`src/rtl/simon_fifo_to_axi_wr_if.sv`:
```
// Command, FIFO-drain and AXI4 write-channel bundle for simon_fifo_to_axi_wr.
// master = the write engine, slave = interconnect/FIFO/command side.
interface simon_fifo_to_axi_wr_if #(
  parameter int DATA_WIDTH = 128,
  parameter int ADDR_WIDTH = 32,
  parameter int LEN_WIDTH  = 8,
  parameter int RESP_WIDTH = 2,
  parameter int STRB_WIDTH = 16,
  parameter int CNT_WIDTH  = 16
);
  logic [ADDR_WIDTH-1:0] cmd_addr;
  logic [CNT_WIDTH-1:0]  cmd_len;
  logic                  cmd_vld;
  logic                  cmd_rdy;
  logic                  done;
  logic                  err;

  logic [DATA_WIDTH-1:0] fifo_din;
  logic                  fifo_vld;
  logic                  fifo_rdy;

  logic [ADDR_WIDTH-1:0] awaddr;
  logic [LEN_WIDTH-1:0]  awlen;
  logic [2:0]            awsize;
  logic [1:0]            awburst;
  logic [3:0]            awcache;
  logic [2:0]            awprot;
  logic                  awvalid;
  logic                  awready;

  logic [DATA_WIDTH-1:0] wdata;
  logic [STRB_WIDTH-1:0] wstrb;
  logic                  wlast;
  logic                  wvalid;
  logic                  wready;

  logic [RESP_WIDTH-1:0] bresp;
  logic                  bvalid;
  logic                  bready;

  modport master (
    input  cmd_addr, cmd_len, cmd_vld, fifo_din, fifo_vld,
           awready, wready, bresp, bvalid,
    output cmd_rdy, done, err, fifo_rdy,
           awaddr, awlen, awsize, awburst, awcache, awprot, awvalid,
           wdata, wstrb, wlast, wvalid, bready
  );

  modport slave (
    output cmd_addr, cmd_len, cmd_vld, fifo_din, fifo_vld,
           awready, wready, bresp, bvalid,
    input  cmd_rdy, done, err, fifo_rdy,
           awaddr, awlen, awsize, awburst, awcache, awprot, awvalid,
           wdata, wstrb, wlast, wvalid, bready
  );
endinterface

```
`src/rtl/simon_fifo_to_axi_wr.sv`:
```
// AXI4 write master: drains the Simon output FIFO into memory as 4 KB-safe INCR bursts,
// one burst outstanding at a time, pulsing done when the whole command has been written.
module simon_fifo_to_axi_wr #(
  parameter int DATA_WIDTH = 128,
  parameter int ADDR_WIDTH = 32,
  parameter int LEN_WIDTH  = 8,
  parameter int RESP_WIDTH = 2,
  parameter int STRB_WIDTH = 16,
  parameter int CNT_WIDTH  = 16,
  parameter int MAX_BURST  = 16
) (
  input  logic                    clk,
  input  logic                    rst,
  simon_fifo_to_axi_wr_if.master  bus
);

  typedef enum logic [2:0] {S_IDLE, S_CALC, S_AW, S_W, S_B, S_DONE} state_t;

  state_t                state;
  logic [ADDR_WIDTH-1:0] addr;
  logic [CNT_WIDTH-1:0]  rem;
  logic [CNT_WIDTH-1:0]  burst;
  logic [LEN_WIDTH-1:0]  beat;
  logic [ADDR_WIDTH-1:0] awaddr_r;
  logic [LEN_WIDTH-1:0]  awlen_r;
  logic                  awvalid_r;
  logic                  in_w;
  logic                  last_r;
  logic                  bready_r;
  logic                  cmd_rdy_r;
  logic                  done_r;
  logic                  err_r;

  logic [8:0]            to_4k;
  logic [CNT_WIDTH-1:0]  burst_c;
  logic                  w_hs;

  // Beats left before the next 4 KB boundary (1..256), then clamp by MAX_BURST and remainder.
  always_comb begin
    to_4k   = 9'd256 - {1'b0, addr[11:4]};
    burst_c = rem;
    if (burst_c > CNT_WIDTH'(MAX_BURST)) burst_c = CNT_WIDTH'(MAX_BURST);
    if (burst_c > CNT_WIDTH'(to_4k))     burst_c = CNT_WIDTH'(to_4k);
  end

  assign w_hs = in_w & bus.fifo_vld & bus.wready;

  always_ff @(posedge clk) begin
    if (rst) begin
      state     <= S_IDLE;
      addr      <= '0;
      rem       <= '0;
      burst     <= '0;
      beat      <= '0;
      awaddr_r  <= '0;
      awlen_r   <= '0;
      awvalid_r <= 1'b0;
      in_w      <= 1'b0;
      last_r    <= 1'b0;
      bready_r  <= 1'b0;
      cmd_rdy_r <= 1'b0;
      done_r    <= 1'b0;
      err_r     <= 1'b0;
    end else begin
      done_r <= 1'b0;
      unique case (state)
        S_IDLE: begin
          cmd_rdy_r <= 1'b1;
          if (bus.cmd_vld && cmd_rdy_r) begin
            cmd_rdy_r <= 1'b0;
            addr      <= bus.cmd_addr & ~ADDR_WIDTH'(15);
            rem       <= bus.cmd_len;
            err_r     <= 1'b0;
            state     <= S_CALC;
          end
        end
        S_CALC: begin
          if (rem == '0) begin
            done_r <= 1'b1;
            state  <= S_DONE;
          end else begin
            awaddr_r  <= addr;
            awlen_r   <= LEN_WIDTH'(burst_c - CNT_WIDTH'(1));
            burst     <= burst_c;
            beat      <= '0;
            last_r    <= (burst_c == CNT_WIDTH'(1));
            awvalid_r <= 1'b1;
            state     <= S_AW;
          end
        end
        S_AW: begin
          if (bus.awready && awvalid_r) begin
            awvalid_r <= 1'b0;
            in_w      <= 1'b1;
            state     <= S_W;
          end
        end
        S_W: begin
          if (w_hs) begin
            beat   <= beat + LEN_WIDTH'(1);
            last_r <= ((beat + LEN_WIDTH'(1)) == awlen_r);
            if (last_r) begin
              in_w     <= 1'b0;
              last_r   <= 1'b0;
              bready_r <= 1'b1;
              state    <= S_B;
            end
          end
        end
        S_B: begin
          if (bus.bvalid && bready_r) begin
            bready_r <= 1'b0;
            err_r    <= err_r | (bus.bresp != RESP_WIDTH'(0));
            addr     <= addr + (ADDR_WIDTH'(burst) << 4);
            rem      <= rem - burst;
            state    <= S_CALC;
          end
        end
        S_DONE: begin
          cmd_rdy_r <= 1'b1;
          state     <= S_IDLE;
        end
        default: state <= S_IDLE;
      endcase
    end
  end

  // W valid follows the FIFO directly so a stalled beat never waits an extra cycle.
  assign bus.wvalid   = in_w & bus.fifo_vld;
  assign bus.fifo_rdy = w_hs;
  assign bus.wlast    = in_w & last_r;
  assign bus.wdata    = DATA_WIDTH'(bus.fifo_din);
  assign bus.wstrb    = {STRB_WIDTH{1'b1}};

  assign bus.awaddr   = awaddr_r;
  assign bus.awlen    = awlen_r;
  assign bus.awvalid  = awvalid_r;
  assign bus.awsize   = 3'd4;
  assign bus.awburst  = 2'b01;
  assign bus.awcache  = 4'b0011;
  assign bus.awprot   = 3'b000;

  assign bus.bready   = bready_r;
  assign bus.cmd_rdy  = cmd_rdy_r;
  assign bus.done     = done_r;
  assign bus.err      = err_r;

endmodule

```
`src/flat_wrapper.sv`:
```
// flat-port wrapper written by rule: the top's interface ports become plain ports
module simon_fifo_to_axi_wr_flat 
#(
  parameter int DATA_WIDTH = 128,
  parameter int ADDR_WIDTH = 32,
  parameter int LEN_WIDTH  = 8,
  parameter int RESP_WIDTH = 2,
  parameter int STRB_WIDTH = 16,
  parameter int CNT_WIDTH  = 16,
  parameter int MAX_BURST  = 16
)
  (clk, rst, bus_cmd_addr, bus_cmd_len, bus_cmd_vld, bus_fifo_din, bus_fifo_vld, bus_awready, bus_wready, bus_bresp, bus_bvalid, bus_cmd_rdy, bus_done, bus_err, bus_fifo_rdy, bus_awaddr, bus_awlen, bus_awsize, bus_awburst, bus_awcache, bus_awprot, bus_awvalid, bus_wdata, bus_wstrb, bus_wlast, bus_wvalid, bus_bready);
  simon_fifo_to_axi_wr_if #(.DATA_WIDTH(DATA_WIDTH), .ADDR_WIDTH(ADDR_WIDTH), .LEN_WIDTH(LEN_WIDTH), .RESP_WIDTH(RESP_WIDTH), .STRB_WIDTH(STRB_WIDTH), .CNT_WIDTH(CNT_WIDTH)) bus_i ();
  input  logic clk;
  input  logic rst;
  input wire logic [$bits(bus_i.cmd_addr)-1:0] bus_cmd_addr;
  input wire logic [$bits(bus_i.cmd_len)-1:0] bus_cmd_len;
  input wire logic [$bits(bus_i.cmd_vld)-1:0] bus_cmd_vld;
  input wire logic [$bits(bus_i.fifo_din)-1:0] bus_fifo_din;
  input wire logic [$bits(bus_i.fifo_vld)-1:0] bus_fifo_vld;
  input wire logic [$bits(bus_i.awready)-1:0] bus_awready;
  input wire logic [$bits(bus_i.wready)-1:0] bus_wready;
  input wire logic [$bits(bus_i.bresp)-1:0] bus_bresp;
  input wire logic [$bits(bus_i.bvalid)-1:0] bus_bvalid;
  output wire logic [$bits(bus_i.cmd_rdy)-1:0] bus_cmd_rdy;
  output wire logic [$bits(bus_i.done)-1:0] bus_done;
  output wire logic [$bits(bus_i.err)-1:0] bus_err;
  output wire logic [$bits(bus_i.fifo_rdy)-1:0] bus_fifo_rdy;
  output wire logic [$bits(bus_i.awaddr)-1:0] bus_awaddr;
  output wire logic [$bits(bus_i.awlen)-1:0] bus_awlen;
  output wire logic [$bits(bus_i.awsize)-1:0] bus_awsize;
  output wire logic [$bits(bus_i.awburst)-1:0] bus_awburst;
  output wire logic [$bits(bus_i.awcache)-1:0] bus_awcache;
  output wire logic [$bits(bus_i.awprot)-1:0] bus_awprot;
  output wire logic [$bits(bus_i.awvalid)-1:0] bus_awvalid;
  output wire logic [$bits(bus_i.wdata)-1:0] bus_wdata;
  output wire logic [$bits(bus_i.wstrb)-1:0] bus_wstrb;
  output wire logic [$bits(bus_i.wlast)-1:0] bus_wlast;
  output wire logic [$bits(bus_i.wvalid)-1:0] bus_wvalid;
  output wire logic [$bits(bus_i.bready)-1:0] bus_bready;
  assign bus_i.cmd_addr = bus_cmd_addr;
  assign bus_i.cmd_len = bus_cmd_len;
  assign bus_i.cmd_vld = bus_cmd_vld;
  assign bus_i.fifo_din = bus_fifo_din;
  assign bus_i.fifo_vld = bus_fifo_vld;
  assign bus_i.awready = bus_awready;
  assign bus_i.wready = bus_wready;
  assign bus_i.bresp = bus_bresp;
  assign bus_i.bvalid = bus_bvalid;
  assign bus_cmd_rdy = bus_i.cmd_rdy;
  assign bus_done = bus_i.done;
  assign bus_err = bus_i.err;
  assign bus_fifo_rdy = bus_i.fifo_rdy;
  assign bus_awaddr = bus_i.awaddr;
  assign bus_awlen = bus_i.awlen;
  assign bus_awsize = bus_i.awsize;
  assign bus_awburst = bus_i.awburst;
  assign bus_awcache = bus_i.awcache;
  assign bus_awprot = bus_i.awprot;
  assign bus_awvalid = bus_i.awvalid;
  assign bus_wdata = bus_i.wdata;
  assign bus_wstrb = bus_i.wstrb;
  assign bus_wlast = bus_i.wlast;
  assign bus_wvalid = bus_i.wvalid;
  assign bus_bready = bus_i.bready;
  simon_fifo_to_axi_wr #(.DATA_WIDTH(DATA_WIDTH), .ADDR_WIDTH(ADDR_WIDTH), .LEN_WIDTH(LEN_WIDTH), .RESP_WIDTH(RESP_WIDTH), .STRB_WIDTH(STRB_WIDTH), .CNT_WIDTH(CNT_WIDTH), .MAX_BURST(MAX_BURST)) u_core (.clk(clk), .rst(rst), .bus(bus_i));
endmodule
```
`config.mk`:
```
export PLATFORM = sky130hd
export DESIGN_NAME = simon_fifo_to_axi_wr_flat
export DESIGN_NICKNAME = d
export VERILOG_FILES = /design/src/rtl/simon_fifo_to_axi_wr_if.sv /design/src/rtl/simon_fifo_to_axi_wr.sv /design/src/flat_wrapper.sv
export SDC_FILE = /design/constraint.sdc
export NUM_CORES = 1
export LEC_CHECK = 0
export CORE_MARGIN = 2
export CORE_UTILIZATION = 30
export CTS_CLUSTER_SIZE = 30
export DETAILED_ROUTE_END_ITERATION = 7
export GPL_TIMING_DRIVEN = 0
export HOLD_SLACK_MARGIN = 0.02
export PLACE_DENSITY = 0.67
export SLEW_MARGIN = 20
export SYNTH_ARGS = -nofsm -noshare
export SYNTH_HDL_FRONTEND = slang
export SYNTH_SLANG_ARGS = --single-unit
export TNS_END_PERCENT = 30
```
`constraint.sdc`:
```
create_clock -name clk -period 4.3 [get_ports clk]
set_clock_uncertainty 0.1 [all_clocks]
set_input_delay 0.86 -clock clk [delete_from_list [all_inputs] [get_ports clk]]
set_output_delay 0.86 -clock clk [all_outputs]
set_load 0.02 [all_outputs]
```
Word level (Yosys, flattened, before mapping)
Index checks and enable logic that the tools add are counted.
- bits of input ports: 185
- logic and storage cells: 99
- bits in registers: 122
- $lt $le $gt $ge: 2
- reduce and logical (&&, ||, !) cells: 20
- multiplexer cells: 39
- equality and inequality tests: 13
- add/sub/neg operators: 5
- bitwise operators: 6
- operators with widths (kind ; count):
    $mux W16 ; 4
    $mux W32 ; 2
    $pmux W32 S2 ; 1
    $add A32 B20 Y32 ; 1
    $pmux W16 S2 ; 1
    $mux W3 ; 6
    $eq A16 B1 Y1 const B ; 1
    $gt A16 B5 Y1 const B ; 1
    $gt A16 B9 Y1 ; 1
    $logic_not A16 Y1 ; 1
    $mux W8 ; 2
    $pmux W8 S2 ; 1
    $sub A16 B16 Y16 ; 1
    $mux W1 ; 15
    $pmux W3 S5 ; 1
    $reduce_bool A2 Y1 ; 7
    $pmux W1 S2 ; 6
    $reduce_and A3 Y1 ; 3
    $sub A9 B8 Y9 const A ; 1
    $add A8 B1 Y8 const B ; 1
    $eq A8 B8 Y1 ; 1
    $ne A2 B1 Y1 const B ; 4
    $reduce_and A4 Y1 ; 2
    $sub A8 B1 Y8 const B ; 1
    other kinds (12) ; 20

Depth between registers and ports, before layout
- word-level depth: 7
- mapped depth: 18

Worst setup path after synthesis
No wires, ideal clock.
- path type: reg2reg
- start point: register u_core.addr[4]
- end point: register u_core.awlen_r[6], in the netlist u_core.bus.awlen[6]
- data required time: 4.068 ns
- period minus slack after synthesis: 3.480 ns
- path buffers: 1
- arrival time: 3.248 ns
- stages on the path, launching flop included: 17
- setup slack: 0.820 ns
- cells stage by stage: dfxtp_1 inv_1 ha_1 nor3b_4 xor2_1 ha_1 a2111o_1 o211ai_4 clkbuf_8 nor2_1 a31oi_1 ha_1 inv_1 nor2_1 nor3_1 a211oi_1 nor3_1
- longest elaborated chain between the ends: 4
- ends and longest elaborated chain (element ; RTL line ; text):
    start: declaration ; simon_fifo_to_axi_wr.sv:20 ; logic [ADDR_WIDTH-1:0] addr;
    start signal: assignment ; simon_fifo_to_axi_wr.sv:71 ; addr <= bus.cmd_addr & ~ADDR_WIDTH'(15);
    start signal: assignment ; simon_fifo_to_axi_wr.sv:114 ; addr <= addr + (ADDR_WIDTH'(burst) << 4);
    $sub A9 B8 Y9 (*) ; simon_fifo_to_axi_wr.sv:40 ; to_4k = 9'd256 - {1'b0, addr[11:4]};
    $gt A16 B9 Y1 ; simon_fifo_to_axi_wr.sv:43 ; if (burst_c > CNT_WIDTH'(to_4k)) burst_c = CNT_WIDTH'(to_4k);
    $mux W16 (*) ; simon_fifo_to_axi_wr.sv:43 ;
    $sub A8 B1 Y8 (*) ; simon_fifo_to_axi_wr.sv:83 ; awlen_r <= LEN_WIDTH'(burst_c - CNT_WIDTH'(1));
    end signal: assignment ; simon_fifo_to_axi_wr.sv:83 ;
    end: declaration ; simon_fifo_to_axi_wr.sv:25 ; logic [LEN_WIDTH-1:0] awlen_r;
Every way passes the cells marked *; elsewhere a longest branch is shown, timed or not.
A chain may end at the register's enable or synchronous reset.

Worst setup path in the final report
- start point: register u_core.addr[5]
- end point: register u_core.awlen_r[6], in the netlist u_core.bus.awlen[6]
Same word-level chain as after synthesis.

==> run summary <==
The run finished with clean final reports. The startpoint class of the critical path is a flip-flop. The setup path with the least slack is of type flip-flop to flip-flop.

The final route contains 8573 vias. After floorplanning, the core was sized to cover between 20000 and 30000 sq um. Across all register-to-register paths, the minimum setup slack is 0.31 ns. For the final routed database, the setup TNS stands at 0 ns. The number of failing setup endpoints in the final timing report is 0. The portion of total power attributed to combinational logic is 57.1%. The shortest period the worst path allows is 3.993 ns. The highest clock rate came out at 250.5 MHz. The total standard cell area after synthesis came out at roughly 8300 sq um.

Of the cells placed in the final design, the portion with a size suffix greater than 1 is around 16%. The maximum vdd drop is 0.3240 mV. The H-tree was split into 4 levels.

Clock tree synthesis selected as its root buffer the cell sky130_fd_sc_hd__clkbuf_16. The non-filler instance count after layout came out at 1736. The analysis attributes to cell leakage a power of around 4.8 nW. The proportion of power drawn by flip-flops and latches is 22.8%. The most critical setup path has its startpoint at u_core.addr[5]$_SDFFE_PP0P_. Measured along the x axis, the die boundary spans 170.5 um. The detailed-router iteration count before antenna repair is 5. In this run the tightest slew margin relative to its limit is 36.86%. The number of synthesis warnings came out at 0. The combined flip-flop and latch cell area is 2282 sq um. The peak fanout along the critical path came out at 10. The clock transition at the registers of the reported paths is 0.05 ns. Dividing total power by cell area gives a power density of roughly 570 nW/um^2. STA puts the critical path data arrival time at roughly 4.2 ns. The number of buffers created by CTS is 17. The clock share of power is 20.1%. The initial antenna violation count is 0. Summed over all instances, the cell type with the most area after synthesis is sky130_fd_sc_hd__dfxtp_1.

The number of global-route vias before repair is 7721. The predominant post-synthesis flop cell is sky130_fd_sc_hd__dfxtp_1. The most common cell after layout, fill and taps aside is sky130_fd_sc_hd__clkdlybuf4s50_1. The DRC violations left came out at 0. The number of synthesized flops with an enable pin is 0. The synthesized netlist cell count is between 1000 and 1500. The maximum buffer depth of the clock tree is 2. The row count came out at 60. The final layout contains 1584 nets. Clock latency on the worst-skew pair, taken at its later pin, is 0.42 ns. The measured slew at the worst slew-check pin came out at roughly 0.92 ns.

The path depth of the worst reg2reg path is 18. The number of max-capacitance violations reported is 0. The count of filler cells inserted in the layout is between 2000 and 3000. The area occupied by multi-input gates is around 4600 sq um. In the layout the commonest cells are 224 x sky130_fd_sc_hd__clkdlybuf4s50_1, 161 x sky130_fd_sc_hd__buf_4, 137 x sky130_fd_sc_hd__nand2_1, 114 x sky130_fd_sc_hd__dfxtp_1, 97 x sky130_fd_sc_hd__a21oi_1. The detailed router's first-iteration violation count is 611. The net load switching power is 0.002944 W.

The final antenna diode count is 0. The critical path ends at u_core.bus.awlen[6]$_SDFFE_PP0P_. The internal power contribution came out at 0.003706 W. The critical path required time came out at between 4 and 5 ns. The worst setup path is captured at a flip-flop. In this run the critical register-to-register path is captured at u_core.bus.awlen[6]$_SDFFE_PP0P_. The worst hold slack is around 0.35 ns. The number of nets with antenna violations after detailed routing is 0. The cell count after placement is ~1700.

Setup repair after global routing left no endpoint under its margin. The global routing usage summed across all routing layers is 18.67%. The weighted congestion reported at the end of routability-driven placement is 0.8974. The total overflow left after global routing is 0.

Sorting the synthesized cells by area gives the leading types as sky130_fd_sc_hd__dfxtp_1 27%, sky130_fd_sc_hd__buf_4 14%, sky130_fd_sc_hd__ha_1 6.6%. Entering global routing, the biggest net connects 17 pins. The launch instance of the worst register-to-register path is u_core.addr[5]$_SDFFE_PP0P_. The area growth from synthesis to final layout is 40.91%. The share of total power consumed by net switching came out at 44.27%. Measured along the y axis, the die boundary spans 170.5 um. The total clock sinks is ~110.

The unique cell type count in the Yosys netlist is 76. The share of the synthesized area in the top cell type came out at around 27%. The detail-routed net length per standard cell is about 16 um. The post-synthesis register bit count is about 110. The post-synthesis average cell area came out at approximately 7.7 sq um.

For this run, asynchronously set or reset flops after synthesis account for 0%. The HPWL after detailed placement is 22280 um. In this run the worst hold path is classified as flip-flop to flip-flop.

The first global-routing pass estimated 41920 um of wire. The number of pins with negative max-slew slack in the final report is 0. The die covers 29060 sq um. After layout, the worst path uses 92.86% of the clock period.

Sequential elements use between 20% and 30% of the synthesized area. The final wirelength is 28430 um. The count of port buffers added during placement is 224. The count of endpoints failing hold in the final timing report is 0. The I/O pin count is between 300 and 400. TritonCTS built the clock tree. Using the TritonRoute via totals, the vias-per-cell ratio works out to 4.938. Once the floorplan was initialized, standard cells occupied 30.67% of the core.
==> layer usage <==
metal	global-route usage (%)	part of all wire [%]	vias to the layer above	wire length, um
li1	-	-	4141	-
met1	23.73	42	3988	12020
met2	31.32	48	410	13550
met3	4.791	8.5	34	2418
met4	4.980	1.5	0	440
met5	0	0	-	0
==> state kept, by name, summed over array words and instances, names as in the netlist, 3 cells and up <==
register           count
u_core.addr           28
u_core.beat            8
u_core.burst          16
u_core.bus.awaddr     28
u_core.bus.awlen       8
u_core.rem            16
u_core.state           3
==> Yosys cell counts, drive strengths merged (5+ instances only) <==
| library cell | number |
|---|---|
| ha | 44 |
| xnor2 | 30 |
| o21a | 6 |
| nand3 | 23 |
| clkbuf | 43 |
| and2 | 5 |
| nor3 | 28 |
| xor2 | 15 |
| nand2 | 137 |
| a21o | 9 |
| a21oi | 97 |
| nor4 | 11 |
| a31oi | 9 |
| nand4 | 8 |
| a211oi | 24 |
| a311oi | 5 |
| nor2b | 7 |
| and3 | 17 |
| dfxtp | 114 |
| inv | 33 |
| nand3b | 6 |
| o221ai | 19 |
| nand2b | 7 |
| or3 | 5 |
| a211o | 5 |
| nor2 | 89 |
| buf | 169 |
| mux2i | 10 |
| o21ai | 44 |
==> power by group through the flow <==
stage	clock network (W)	registers, W	logic [W]
after floorplan	0	0.00152	0.00264
after detailed placement	0	0.00153	0.00371
final	0.00134	0.00152	0.00379
after global routing	0.00140	0.00155	0.00412
after global placement	0	0.00152	0.00367
after CTS	0.00134	0.00151	0.00373
==> per-stage QoR <==
step,power (W),utilization (%),instance area (sq um),setup slack [ns]
after floorplan,0.004155,-,8441,0.8203
after global placement,0.005190,41.14,11150,0.2938
after detailed placement,0.005237,41.14,11150,0.2275
after CTS,0.006580,43.15,11700,0.2058
after global routing,0.007067,43.22,11710,0.05330
final,0.006650,43.22,11710,0.3072
==> logic make-up (layout without fill, tap and decap cells) <==
family | after synthesis | in the layout | share of synthesized area (%)
buffers and inverters | 246 | 501 | 19.10
other | 2 | 36 | 0.09034
DFF | 114 | 114 | 27.45
adders and majority gates | 46 | 46 | 7.104
muxes | 13 | 13 | 1.610
and+or+nand+nor | 353 | 353 | 19.54
xor gates and xnor gates | 45 | 45 | 4.831
AOI/OAI and AO/OA | 256 | 256 | 20.27
==> critical path: stages (launching register included) <==
cell and delay (ns):
sky130_fd_sc_hd__dfxtp_1 0.38, sky130_fd_sc_hd__inv_1 0.17, sky130_fd_sc_hd__ha_1 0.26, sky130_fd_sc_hd__nor3b_4 0.31, sky130_fd_sc_hd__nand2_1 0.15, sky130_fd_sc_hd__xnor2_2 0.27, sky130_fd_sc_hd__ha_1 0.19, sky130_fd_sc_hd__nand2_1 0.05
sky130_fd_sc_hd__or3_2 0.50, sky130_fd_sc_hd__o211ai_4 0.10, sky130_fd_sc_hd__clkbuf_8 0.20, sky130_fd_sc_hd__nor2_1 0.04, sky130_fd_sc_hd__a21oi_1 0.25, sky130_fd_sc_hd__ha_1 0.30, sky130_fd_sc_hd__inv_1 0.09, sky130_fd_sc_hd__nor2_1 0.12
sky130_fd_sc_hd__nor3_1 0.05, sky130_fd_sc_hd__a211oi_1 0.24, sky130_fd_sc_hd__nor3_1 0.08
==> final cells by class <==
cell class,instances,area share [%]
Multi-Input combinational cell,749,39.12
Buffer,212,12.47
Clock buffer,24,4.198
Tap cell,372,3.974
Timing Repair Buffer,225,19.21
Sequential cell,114,19.48
Clock inverter,6,0.4700
Inverter,34,1.090
==> what timing repair did <==
| action | 4_1_cts | 5_1_grt |
|---|---|---|
| hold endpoints to repair | 0 | 0 |
| setup buffers | 0 | 1 |
| setup endpoints to repair | 0 | 2 |
| gates resized for setup | 0 | 1 |
| hold buffers | 0 | 0 |
==> worst min path at each step <==
| stage | start | end | slack, ns | depth (start not counted) |
|---|---|---|---|---|
| 4_1_cts | u_core.bus.awaddr[18]$_SDFFE_PP0P_ | u_core.bus.awaddr[18]$_SDFFE_PP0P_ | 0.36 | 2 |
| 3_3_place_gp | u_core.bus.awaddr[17]$_SDFFE_PP0P_ | u_core.bus.awaddr[17]$_SDFFE_PP0P_ | 0.34 | 2 |
| 5_1_grt | u_core.bus.awaddr[24]$_SDFFE_PP0P_ | u_core.bus.awaddr[24]$_SDFFE_PP0P_ | 0.37 | 2 |
| 3_5_place_dp | u_core.bus.awaddr[18]$_SDFFE_PP0P_ | u_core.bus.awaddr[18]$_SDFFE_PP0P_ | 0.35 | 2 |
| 2_1_floorplan | u_core.addr[19]$_SDFFE_PP0P_ | u_core.addr[19]$_SDFFE_PP0P_ | 0.34 | 2 |
| 6_report | u_core.bus.awaddr[4]$_SDFFE_PP0P_ | u_core.bus.awaddr[4]$_SDFFE_PP0P_ | 0.35 | 2 |
(Power assumes the default switching activity.)
